`src/rtl/miso_fifo_pop_scheduler.sv`:
```
// miso_fifo_pop_scheduler
//   Drives a bank of NUM_FIFO MISO FIFOs feeding the PE-array rows. Pops are
//   issued with a systolic skew (FIFO k starts k cycles after FIFO 0). The
//   precision mode is latched and broadcast. End-of-pass is detected from the
//   FIFO empty flags. The bank is replayed for the programmed number of passes
//   by pulsing a read-pointer reset.
//
// Ports
//   i_clk, i_rst        clock, synchronous active-high reset
//   i_start             start request, accepted only when idle
//   i_p_mode            precision mode, latched on accepted start
//   i_pass_count        number of passes, latched on start (0 runs one pass)
//   i_stall             backpressure; freezes pops and the skew ramp
//   i_fifo_empty        per-FIFO empty flags
//   o_pop_en            per-FIFO pop enable (combinational from state + inputs)
//   o_r_pointer_reset   read-pointer reset broadcast, one cycle per replay
//   o_p_mode            latched precision mode
//   o_pass_idx          current 0-based pass index
//   o_busy              high whenever not idle
//   o_done              one-cycle pulse at the end of the final pass
module miso_fifo_pop_scheduler #(
  parameter int NUM_FIFO   = 8,
  parameter int PASS_WIDTH = 8
) (
  input  logic                  i_clk,
  input  logic                  i_rst,
  input  logic                  i_start,
  input  logic [1:0]            i_p_mode,
  input  logic [PASS_WIDTH-1:0] i_pass_count,
  input  logic                  i_stall,
  input  logic [NUM_FIFO-1:0]   i_fifo_empty,
  output logic [NUM_FIFO-1:0]   o_pop_en,
  output logic                  o_r_pointer_reset,
  output logic [1:0]            o_p_mode,
  output logic [PASS_WIDTH-1:0] o_pass_idx,
  output logic                  o_busy,
  output logic                  o_done
);

  localparam int SKEW_W = (NUM_FIFO > 1) ? $clog2(NUM_FIFO) : 1;
  localparam logic [SKEW_W-1:0] SKEW_MAX = SKEW_W'(NUM_FIFO - 1);

  typedef enum logic [2:0] {
    S_IDLE,
    S_RUN,
    S_PASS_END,
    S_PTR_RST,
    S_SETTLE,
    S_DONE
  } state_t;

  state_t                state_q, state_d;
  logic [SKEW_W-1:0]     skew_q, skew_d;
  logic [PASS_WIDTH-1:0] pass_idx_q, pass_idx_d;
  logic [PASS_WIDTH-1:0] pass_cnt_q, pass_cnt_d;
  logic [1:0]            p_mode_q, p_mode_d;
  logic                  busy_q, busy_d;
  logic                  done_q, done_d;
  logic                  rptr_q, rptr_d;

  logic [NUM_FIFO-1:0]   active;
  logic                  pass_end;
  logic                  more_passes;

  // Lane k joins the ramp once the skew counter has reached k.
  always_comb begin
    active = '0;
    for (int unsigned k = 0; k < NUM_FIFO; k++) begin
      active[k] = (32'(skew_q) >= k);
    end
  end

  assign o_pop_en = (state_q == S_RUN && !i_stall) ? (active & ~i_fifo_empty) : '0;

  // Ramp complete and every FIFO drained; stall does not hold this off.
  assign pass_end = (state_q == S_RUN) && (skew_q == SKEW_MAX) && (&i_fifo_empty);

  // One extra bit so pass_idx+1 cannot wrap at the maximum count.
  assign more_passes = ({1'b0, pass_idx_q} + {{PASS_WIDTH{1'b0}}, 1'b1}) < {1'b0, pass_cnt_q};

  always_comb begin
    state_d    = state_q;
    skew_d     = skew_q;
    pass_idx_d = pass_idx_q;
    pass_cnt_d = pass_cnt_q;
    p_mode_d   = p_mode_q;

    case (state_q)
      S_IDLE: begin
        if (i_start) begin
          p_mode_d   = i_p_mode;
          pass_cnt_d = (i_pass_count == '0) ? PASS_WIDTH'(1) : i_pass_count;
          skew_d     = '0;
          pass_idx_d = '0;
          state_d    = S_RUN;
        end
      end
      S_RUN: begin
        if (pass_end) begin
          state_d = S_PASS_END;
        end else if (!i_stall && skew_q != SKEW_MAX) begin
          skew_d = skew_q + SKEW_W'(1);
        end
      end
      S_PASS_END: begin
        state_d = more_passes ? S_PTR_RST : S_DONE;
      end
      S_PTR_RST: begin
        pass_idx_d = pass_idx_q + PASS_WIDTH'(1);
        skew_d     = '0;
        state_d    = S_SETTLE;
      end
      S_SETTLE: begin
        state_d = S_RUN;
      end
      S_DONE: begin
        state_d = S_IDLE;
      end
      default: begin
        state_d = S_IDLE;
      end
    endcase

    // Outputs are registered off the next state so they align with the state.
    busy_d = (state_d != S_IDLE);
    done_d = (state_d == S_DONE);
    rptr_d = (state_d == S_PTR_RST);
  end

  always_ff @(posedge i_clk) begin
    if (i_rst) begin
      state_q    <= S_IDLE;
      skew_q     <= '0;
      pass_idx_q <= '0;
      pass_cnt_q <= '0;
      p_mode_q   <= '0;
      busy_q     <= 1'b0;
      done_q     <= 1'b0;
      rptr_q     <= 1'b0;
    end else begin
      state_q    <= state_d;
      skew_q     <= skew_d;
      pass_idx_q <= pass_idx_d;
      pass_cnt_q <= pass_cnt_d;
      p_mode_q   <= p_mode_d;
      busy_q     <= busy_d;
      done_q     <= done_d;
      rptr_q     <= rptr_d;
    end
  end

  assign o_r_pointer_reset = rptr_q;
  assign o_p_mode          = p_mode_q;
  assign o_pass_idx        = pass_idx_q;
  assign o_busy            = busy_q;
  assign o_done            = done_q;

endmodule

```
`config.mk`:
```
export PLATFORM = sky130hd
export DESIGN_NAME = miso_fifo_pop_scheduler
export DESIGN_NICKNAME = d
export VERILOG_FILES = /design/src/rtl/miso_fifo_pop_scheduler.sv
export SDC_FILE = /design/constraint.sdc
export NUM_CORES = 1
export LEC_CHECK = 0
export CAP_MARGIN = 0
export CORE_ASPECT_RATIO = 0.5
export CORE_MARGIN = 3
export CORE_UTILIZATION = 40
export CTS_CLUSTER_DIAMETER = 200
export CTS_CLUSTER_SIZE = 40
export DETAILED_ROUTE_END_ITERATION = 7
export HOLD_SLACK_MARGIN = 0.06
export PLACE_DENSITY = 0.71
export SYNTH_ARGS = -nofsm -noshare
export SYNTH_HDL_FRONTEND = slang
export SYNTH_SLANG_ARGS = --single-unit
export TNS_END_PERCENT = 5
```
`constraint.sdc`:
```
create_clock -name i_clk -period 2.3 [get_ports i_clk]
set_input_delay 0.69 -clock i_clk [delete_from_list [all_inputs] [get_ports i_clk]]
set_output_delay 0.69 -clock i_clk [all_outputs]
set_load 0.005 [all_outputs]
```
* Word-level counts from Yosys, hierarchy flattened
Cells that the tools add are included.
** Word-level totals
- Register bits :: 27
- Logic and storage cells :: 58
- Output and inout port bits :: 21
** Operators by class
- Bitwise gates (word level) :: 2
- Multiplexer cells :: 12
- Reduce and logical (&&, ||, !) cells :: 14
- Magnitude comparators :: 8
- Equal/unequal tests :: 11
- $add $sub $neg :: 3
** Operators by type and width (count)
- 8-bit 2-to-1 mux :: 3
- 3-bit 2-to-1 mux :: 6
- 8-bit one-hot mux with 2 select lines :: 1
- 3-bit one-hot mux with 5 select lines :: 1
- 3-bit >= comparator (second input constant) :: 4
- 8-bit by 1-bit adder with 9-bit output (second input constant) :: 1
- 3-bit by 2-bit equality test with 1-bit output (second input constant) :: 3
- 3-bit equality test (second input constant) :: 3
- 9-bit by 8-bit < comparator with 1-bit output :: 1
- 3-bit one-hot mux with 3 select lines :: 1
- 8-bit by 1-bit adder with 8-bit output (second input constant) :: 1
- 8-bit bitwise AND :: 1
- 8-bit zero test :: 1
- 8-bit NOT :: 1
- 8-bit AND reduction :: 1
- 3-bit by 2-bit >= comparator with 1-bit output (second input constant) :: 2
- 3-bit nonzero test :: 2
- 1-bit logical AND :: 4
- 2-bit inequality test (second input constant) :: 2
- 2-bit AND reduction :: 2
- 4-bit AND reduction :: 1
- 3-bit by 1-bit adder with 3-bit output (second input constant) :: 1
- 3-bit by 1-bit equality test with 1-bit output (second input constant) :: 1
- 3-bit by 1-bit >= comparator with 1-bit output (second input constant) :: 1
- other kinds (5) :: 5

* Longest topological paths before layout
Gate-level depths: netlist of the first run.
- Depth after elaboration :: 6
- Depth in mapped cells :: 10
- Gate-level depth less buffers :: 9

* Worst setup path before layout of the first run
OpenSTA, ideal clock, no wires.
- Kind :: reg2reg
- From :: register pass_idx_q[0] (netlist: o_pass_idx[0])
- To :: register done_q (netlist: o_done)
- Path slack :: -0.099 ns
- Period minus slack after synthesis :: 2.399 ns
- Path buffers :: 1
- Arrival time :: 2.270 ns
- Library setup time :: 0.129 ns
- Stages on the path, launching flop included :: 11
- Required time :: 2.171 ns
- Cells stage by stage :: dfxtp_1 -> ha_1 -> and3_1 -> clkbuf_1 -> and3_1 -> xor2_1 -> ha_1 -> and3_1 -> a221oi_1 -> o211a_1 -> nor3_1
** On the way
- Cells in the longest elaborated chain, start to end :: 5
** RTL lines
- start: declaration :: RTL line 54 : logic [PASS_WIDTH-1:0] pass_idx_q, pass_idx_d;
- start signal: assignment :: RTL line 143 : pass_idx_q <= pass_idx_d;
- 8-bit by 1-bit adder with 9-bit output :: RTL line 79 : assign more_passes = ({1'b0, pass_idx_q} + {{PASS_WIDTH{1'b0}}, 1'b1}) < {1'b0, pass_cnt_q};
- 9-bit by 8-bit < comparator with 1-bit output :: RTL line 79
- 3-bit 2-to-1 mux :: RTL line 106 : state_d = more_passes ? S_PTR_RST : S_DONE;
- 3-bit one-hot mux with 5 select lines :: RTL line 88 : case (state_q)
- 3-bit equality test :: RTL line 126 : done_d = (state_d == S_DONE);
- end signal: assignment :: RTL line 147 : done_q <= done_d;
- end: declaration :: RTL line 58 : logic done_q, done_d;
No other way between the ends.
A chain may end at the register's enable or synchronous reset.

* Final worst setup path of the first run
- From :: register state_q[1]
- To :: output o_pop_en[5]
** On the way
- Cells in the longest elaborated chain, start to end :: 3
** RTL lines
- start: declaration :: RTL line 52 : state_t state_q, state_d;
- start signal: assignment :: RTL line 141 : state_q <= state_d;
- 3-bit by 1-bit equality test with 1-bit output :: RTL line 73 : assign o_pop_en = (state_q == S_RUN && !i_stall) ? (active & ~i_fifo_empty) : '0;
- 1-bit logical AND :: RTL line 73
- 8-bit 2-to-1 mux :: RTL line 73
- end: declaration :: RTL line 32 : output logic [NUM_FIFO-1:0] o_pop_en,
No other way between the ends.

==> reports/metrics.cfg, run 1 <==
[power_and_ir_drop]
p_int_w = 0.000705
sequentialPowerShare_pct = 52.2
total_power_w = 0.000940
combPwrFrac_pct = 19.1
p_sw_share_pct = 25.0
power.density_nw_per_um2 = 404
irDropWorstVdd_uv = 229
leakagePower_nw = 0.981
p_switching_w = 0.000235
clkPwrFrac_pct = 28.7

[yosys]
synth_mux_area_share_pct = 0
synth_cells = 197
synth_xor_area_share_pct = 3.38
yosysUniqueCellTypes = 41
ys_ff_latch = 27
yosys_warnings = 0
synthAdderAreaFrac_pct = 10.5
synthesis.nets = 232
synth_compound_area_share_pct = 17.8
synthSimpleGateAreaFrac_pct = 27.7
syn_area_per_cell_sq_um = 7.90
synth_top_family_by_area = simple AND/OR/NAND/NOR gates
netlist_area_sq_um = 1560
synth_seq_area_share_pct = 34.7

[clock_tree]
clockRootBuffer = clkbuf_8
cts_max_level = 1
cts_tree = yes
numCtsBuffers = 3
clk_transition_reported_paths_ns = 0.09
hold_buffers = 0
clock-sinks = 27
cts_buffer_depth = 2
clk-insertion-delay-late_ns = 0.27

[sta]
fin_skew_ns = 0.00240
min_period_ns = 2.44
fmax_ghz = 0.410
finalCritPeriodShare_pct = 106
setup_viol = 5
hold_viol = 0
slew_headroom_pct = 70.3
finalMaxSlewViolations = 0
rsz0062_at_grt = yes
worst_pin_slew_ns = 0.444
worst_slack_ns = -0.141
fin_hold_ws_ns = 0.458

[hold_path]
min_to = pass_cnt_q[1]
hp-class = reg2reg
hold_path_depth = 2
min-delay-start = pass_cnt_q[1]

[detailed_routing]
drc = 0
drtPass1Iterations = 4
wirelength_mm = 4.04
avgRoutedWirePerCell_um = 13.0
drtIter0Drc = 47
viasPerCell = 5.13
ant_nets = 0
dr_total_vias = 1589

[global_route]
grt_pass1_vias = 1460
grt_pass1_wl_mm = 6.51
grt.total_usage_pct = 17.6
grt_max_degree = 23
antenna_found_initial = 0
grt-ovfl-total = 0

[setup_path]
r2r_setup_slack_ns = 0.10
start_kind = register
timing.rr.end = o_done
rr_startpoint = o_pass_idx[0]
cp.required_ns = 1.61
critical_path_class = reg2out
arrival_ns = 1.75
cp_max_fo = 3
crit_path_end_kind = primary output
ff2ff_path_depth = 9

[status]
outcome = finished with violations
violations = negative setup slack

[cells_and_area]
final_common_cell = clkdlybuf4s50_1
area_delta_synth_final_pct = 49.6
final_cell_mix = clkdlybuf4s50_1, buf_4, nand2_1
n_antenna_cell = 0
fin_area_sq_um = 2330
fin_util_pct = 65.0
fillers = 305
nets = 295
drive_gt1_share_pct = 26.6
final_cells = 310

[placement]
dpl-instance-area_sq_um = 2220
dp_hpwl_mm = 3.08
placedCellCount = 305
gp_congestion = 0.853
portBuffers = 42

[floorplan]
die_width_um = 94.2
core.rowCount = 15
initial_core_util_pct = 43.4
io_pins = 43
die-area_sq_um = 4720
core_sq_um = 3580
die_h_um = 50.1

[run]
drv_cap = 0

## synthesized netlist by cell type
| library cell | instances | area, sq um |
|---|---|---|
| nand4_1 | 3 | 18.8 |
| nand2_1 | 24 | 90.1 |
| or3_1 | 2 | 12.5 |
| or2_1 | 1 | 6.26 |
| a21o_1 | 3 | 22.5 |
| or3b_2 | 1 | 8.76 |
| and3_1 | 4 | 25.0 |
| buf_2 | 4 | 20.0 |
| and3b_1 | 1 | 8.76 |
| xnor2_1 | 2 | 17.5 |
| and2_1 | 1 | 6.26 |
| o22ai_2 | 1 | 12.5 |
| nor2b_1 | 1 | 6.26 |
| or3_4 | 1 | 11.3 |
| or2_2 | 1 | 6.26 |
| nor4_1 | 2 | 12.5 |
| buf_1 | 1 | 3.75 |
| or4b_2 | 1 | 10.0 |
| nor3_1 | 13 | 65.1 |
| nand2b_1 | 2 | 12.5 |
| o221a_2 | 1 | 11.3 |
| o211ai_1 | 1 | 7.51 |
| o32ai_1 | 2 | 17.5 |
| o211a_1 | 2 | 20.0 |
| nor2_1 | 17 | 63.8 |
| a41oi_1 | 1 | 8.76 |
| o21ai_0 | 7 | 35.0 |
| a221oi_1 | 1 | 8.76 |
| a22oi_1 | 1 | 7.51 |
| inv_1 | 10 | 37.5 |
| xor2_1 | 4 | 35.0 |
| ha_1 | 13 | 163 |
| or3b_1 | 1 | 8.76 |
| a21oi_1 | 17 | 85.1 |
| a211oi_1 | 3 | 22.5 |
| nand3_1 | 4 | 20.0 |
| dfxtp_1 | 27 | 541 |
| clkbuf_1 | 8 | 30.0 |
| nand3b_1 | 4 | 30.0 |
| a31oi_1 | 3 | 18.8 |
| nor4b_1 | 1 | 8.76 |
## how the worst max path moves through the flow
stage,from,end
after floorplan,o_pass_idx[0],o_done
after global placement,i_stall,o_pop_en[5]
after global routing,state_q[1],o_pop_en[5]
after detailed placement,i_stall,o_pop_en[1]
after CTS,state_q[2],o_pop_en[5]
final,state_q[1],o_pop_en[5]
## registers in the layout, indices dropped and copies added, names as in the netlist
signal / flops
o_r_pointer_reset: 1
o_p_mode: 2
o_done: 1
o_pass_idx: 8
pass_cnt_q: 8
skew_q: 3
o_busy: 1
state_q: 3
## worst max-delay path: stages (launching register included)
cell,delay [ns]
dfxtp_1,0.32
or3b_4,0.41
or3_4,0.43
nor3_2,0.19
buf_2,0.13
## repair_timing
item,CTS,global route
endpoints found under the setup margin,8,12
hold endpoints to repair,0,0
gates resized for setup,34,18
pin swaps,1,11
setup buffers,1,0
## power groups by stage
stage,sequential (W),combinational (W),clock (W)
after floorplan,0.000501,0.0000775,0
after global routing,0.000493,0.000195,0.000297
after global placement,0.000501,0.000165,0
after CTS,0.000491,0.000174,0.000286
after detailed placement,0.000502,0.000168,0
final,0.000491,0.000179,0.000270
## logic make-up (layout without fill, tap and decap cells)
family | Yosys count | in the layout
AO/OA/AOI/OAI | 43 | 43
flip-flops | 27 | 27
XOR/XNOR | 6 | 6
buffers and inverters | 23 | 85
adder cells (fa/ha/maj) | 13 | 13
AND/OR/NAND/NOR | 85 | 85
## layer usage
metal	global-route usage, %	vias to the layer above	part of all wire, %
li1	-	819	-
met1	21.2	727	47
met2	31.1	38	47
met3	4.12	5	5.2
met4	5.04	0	1.2
met5	0	-	0
## area by class of cell
class                   count  area, sq um  area share, %
flip-flops and latches     27          547           23.5
inverters                  10         37.5           1.61
clock buffers               4         45.0           1.93
repair buffers             71          621           26.7
well taps                  51         63.8           2.74
multi-input cells         147         1010           43.6
## per-stage QoR
stage,TNS (ns),setup slack [ns]
2_1_floorplan,0,0.0162
3_3_place_gp,-4.10,-0.600
3_5_place_dp,-4.46,-0.641
4_1_cts,-0.628,-0.132
5_1_grt,-0.833,-0.187
6_report,-0.491,-0.141
Note: power is estimated with default switching activity, not from simulation.
==> run 2, diff against run 1 <==
CORE_ASPECT_RATIO = 0.9   (was 0.5)
==> reports/metrics.cfg, run 2 (synthesis gave the netlist of run 1 again) <==
[clock_tree]
clockRootBuffer = clkbuf_8
clock-sinks = 27  ; unchanged
hold_buffers = 0  ; unchanged
clk_transition_reported_paths_ns = 0.10  ; about the same
cts_buffer_depth = 2  ; unchanged
clk-insertion-delay-late_ns = 0.28  ; about the same
cts_max_level = 1  ; unchanged
cts_tree = yes
numCtsBuffers = 3  ; unchanged

[setup_path]
rr_startpoint = o_pass_idx[0]
crit_path_end_kind = primary output
ff2ff_path_depth = 9  ; unchanged
start_kind = register
path_delay_family = simple AND/OR/NAND/NOR gates
critical_path_class = reg2out
cp.required_ns = 1.61  ; about the same
timing.rr.end = state_q[1]
path_buf_inv = 2  ; +1
cpPeakStageDelay_ns = 0.40  ; -0.03 ns
cp_max_fo = 4  ; +1
r2r_setup_slack_ns = 0  ; -0.10 ns
crit_path_top_delay_cell = or3b_4
crit_chain = or3b_4 > or2_4 > buf_6 > a211oi_2 > buf_2
arrival_ns = 1.68  ; -0.07 ns

[cells_and_area]
final_common_cell = clkdlybuf4s50_1
fillers = 321  ; +5.2%
n_antenna_cell = 0  ; unchanged
final_cells = 301  ; -2.9%
fin_area_sq_um = 2270  ; -2.4%
nets = 293  ; -0.68%
drive_gt1_share_pct = 23.0  ; -3.7 points
area_delta_synth_final_pct = 46.0
final_cell_mix = clkdlybuf4s50_1, buf_4, nand2_1, dfxtp_1

[power_and_ir_drop]
p_switching_w = 0.000241  ; +2.4%
p_int_w = 0.000703  ; -0.23%
combPwrFrac_pct = 18.4  ; -0.7 points
power.density_nw_per_um2 = 415  ; +2.9%
irDropWorstVdd_uv = 342  ; +50%
p_sw_share_pct = 25.5  ; +0.48 points
sequentialPowerShare_pct = 51.9  ; -0.3 points
leakagePower_nw = 0.972  ; -0.90%
clkPwrFrac_pct = 29.7  ; +1.0 points

[detailed_routing]
wirelength_mm = 3.99  ; -1.3%
viasPerCell = 5.21  ; +1.6%
drtPass1Iterations = 4  ; unchanged
ant_nets = 0  ; unchanged
dr_total_vias = 1568  ; -1.3%
drc = 0  ; unchanged
drtIter0Drc = 102  ; +120%
avgRoutedWirePerCell_um = 13.2  ; +1.7%

[placement]
dpl-instance-area_sq_um = 2190  ; -1.4%
gp_congestion = 0.827  ; -3.1%
pre_cts_slack_ns = -0.636  ; +0.00527 ns
dp_hpwl_mm = 2.99  ; -2.9%
placedCellCount = 295  ; -3.3%
portBuffers = 42  ; unchanged

[floorplan]
die_h_um = 65.2  ; +30%
die_width_um = 71.8  ; -24%
io_pins = 43  ; unchanged
core_sq_um = 3550  ; -0.87%
die-area_sq_um = 4680  ; -0.94%
core.rowCount = 20  ; +5
initial_core_util_pct = 43.8  ; +0.38 points

[run]
drv_cap = 0  ; unchanged

[sta]
setup_viol = 5  ; unchanged
min_period_ns = 2.37  ; -0.0704 ns
slew_headroom_pct = 69.9  ; -0.38 points
worst_pin_slew_ns = 0.450  ; +0.00571 ns
fin_skew_ns = 0.00988  ; +0.00748 ns
rsz0062_at_grt = yes
fmax_ghz = 0.422  ; +3.0%
finalCritPeriodShare_pct = 103  ; -3.1 points
worst_slack_ns = -0.0705  ; +0.0704 ns
hold_viol = 0  ; unchanged
finalMaxSlewViolations = 0  ; unchanged

[hold_path]
hold_path_depth = 2  ; unchanged
hp-class = reg2reg
min_to = pass_cnt_q[3]
min-delay-start = pass_cnt_q[3]

[global_route]
grt-ovfl-total = 0  ; unchanged
grt.total_usage_pct = 17.4  ; -0.15 points
antenna_found_initial = 0  ; unchanged
grt_max_degree = 18  ; -22%
grt_pass1_vias = 1475  ; +1.0%
grt_pass1_wl_mm = 6.64  ; +1.9%

[status]
outcome = finished with violations
violations = negative setup slack

[run 2: tightest hold or removal path: stages (launching register included)]
cell	delay (ns)
dfxtp_1	0.32
nand2_1	0.05
a21oi_1	0.05
[run 2: worst max path at each step]
| stage | start | to | slack (ns) | cells after the start |
|---|---|---|---|---|
| 6_report | state_q[1] | o_pop_en[1] | -0.07 | 5 |
| 5_1_grt | state_q[1] | o_pop_en[1] | -0.14 | 5 |
| 4_1_cts | state_q[1] | o_pop_en[2] | -0.08 | 4 |
| 3_5_place_dp | i_stall | o_pop_en[5] | -0.64 | 4 |
| 3_3_place_gp | i_stall | o_pop_en[5] | -0.60 | 4 |
| 2_1_floorplan | o_pass_idx[0] | o_done | 0.02 | 10 |
[run 2: final cells by class]
class / count / area, sq um / area share, %
Timing Repair Buffer: 69 / 611 / 26.9
Multi-Input combinational cell: 147 / 975 / 42.9
Tap cell: 44 / 55.1 / 2.42
Clock inverter: 1 / 8.76 / 0.385
Clock buffer: 3 / 41.3 / 1.82
Inverter: 10 / 37.5 / 1.65
Sequential cell: 27 / 544 / 24.0
[run 2: power by group through the flow]
stage               Sequential (W)  Clock (W)  Combinational, W
floorplan                 0.000501          0         0.0000775
global placement          0.000501          0          0.000162
detailed placement        0.000501          0          0.000163
CTS                       0.000490   0.000296          0.000172
global route              0.000492   0.000312          0.000191
finish                    0.000490   0.000280          0.000173
[run 2: repair_timing]
item,4_1_cts,5_1_grt
endpoints found under the setup margin,9,12
hold endpoints to repair,0,0
pin swaps,5,2
resized for setup,41,2
buffers inserted,2,0
[run 2: layer usage]
layer  vias up  global-route usage, %  share of wire [%]
met5         -                      0                  0
met4         0                   3.52               0.53
met1       715                   22.9                 48
met3         2                   3.36                5.7
met2        42                   29.6                 45
li1        809                      -                  -
[run 2: per-stage QoR]
step	hold WS (ns)	utilization (%)	setup TNS [ns]	total power [W]
after detailed placement	0.450	61.7	-4.49	0.000664
final	0.462	63.9	-0.226	0.000944
after global routing	0.492	63.9	-0.913	0.000995
after CTS	0.466	63.9	-0.355	0.000958
after floorplan	0.436	-	0	0.000578
after global placement	0.443	61.7	-4.19	0.000662
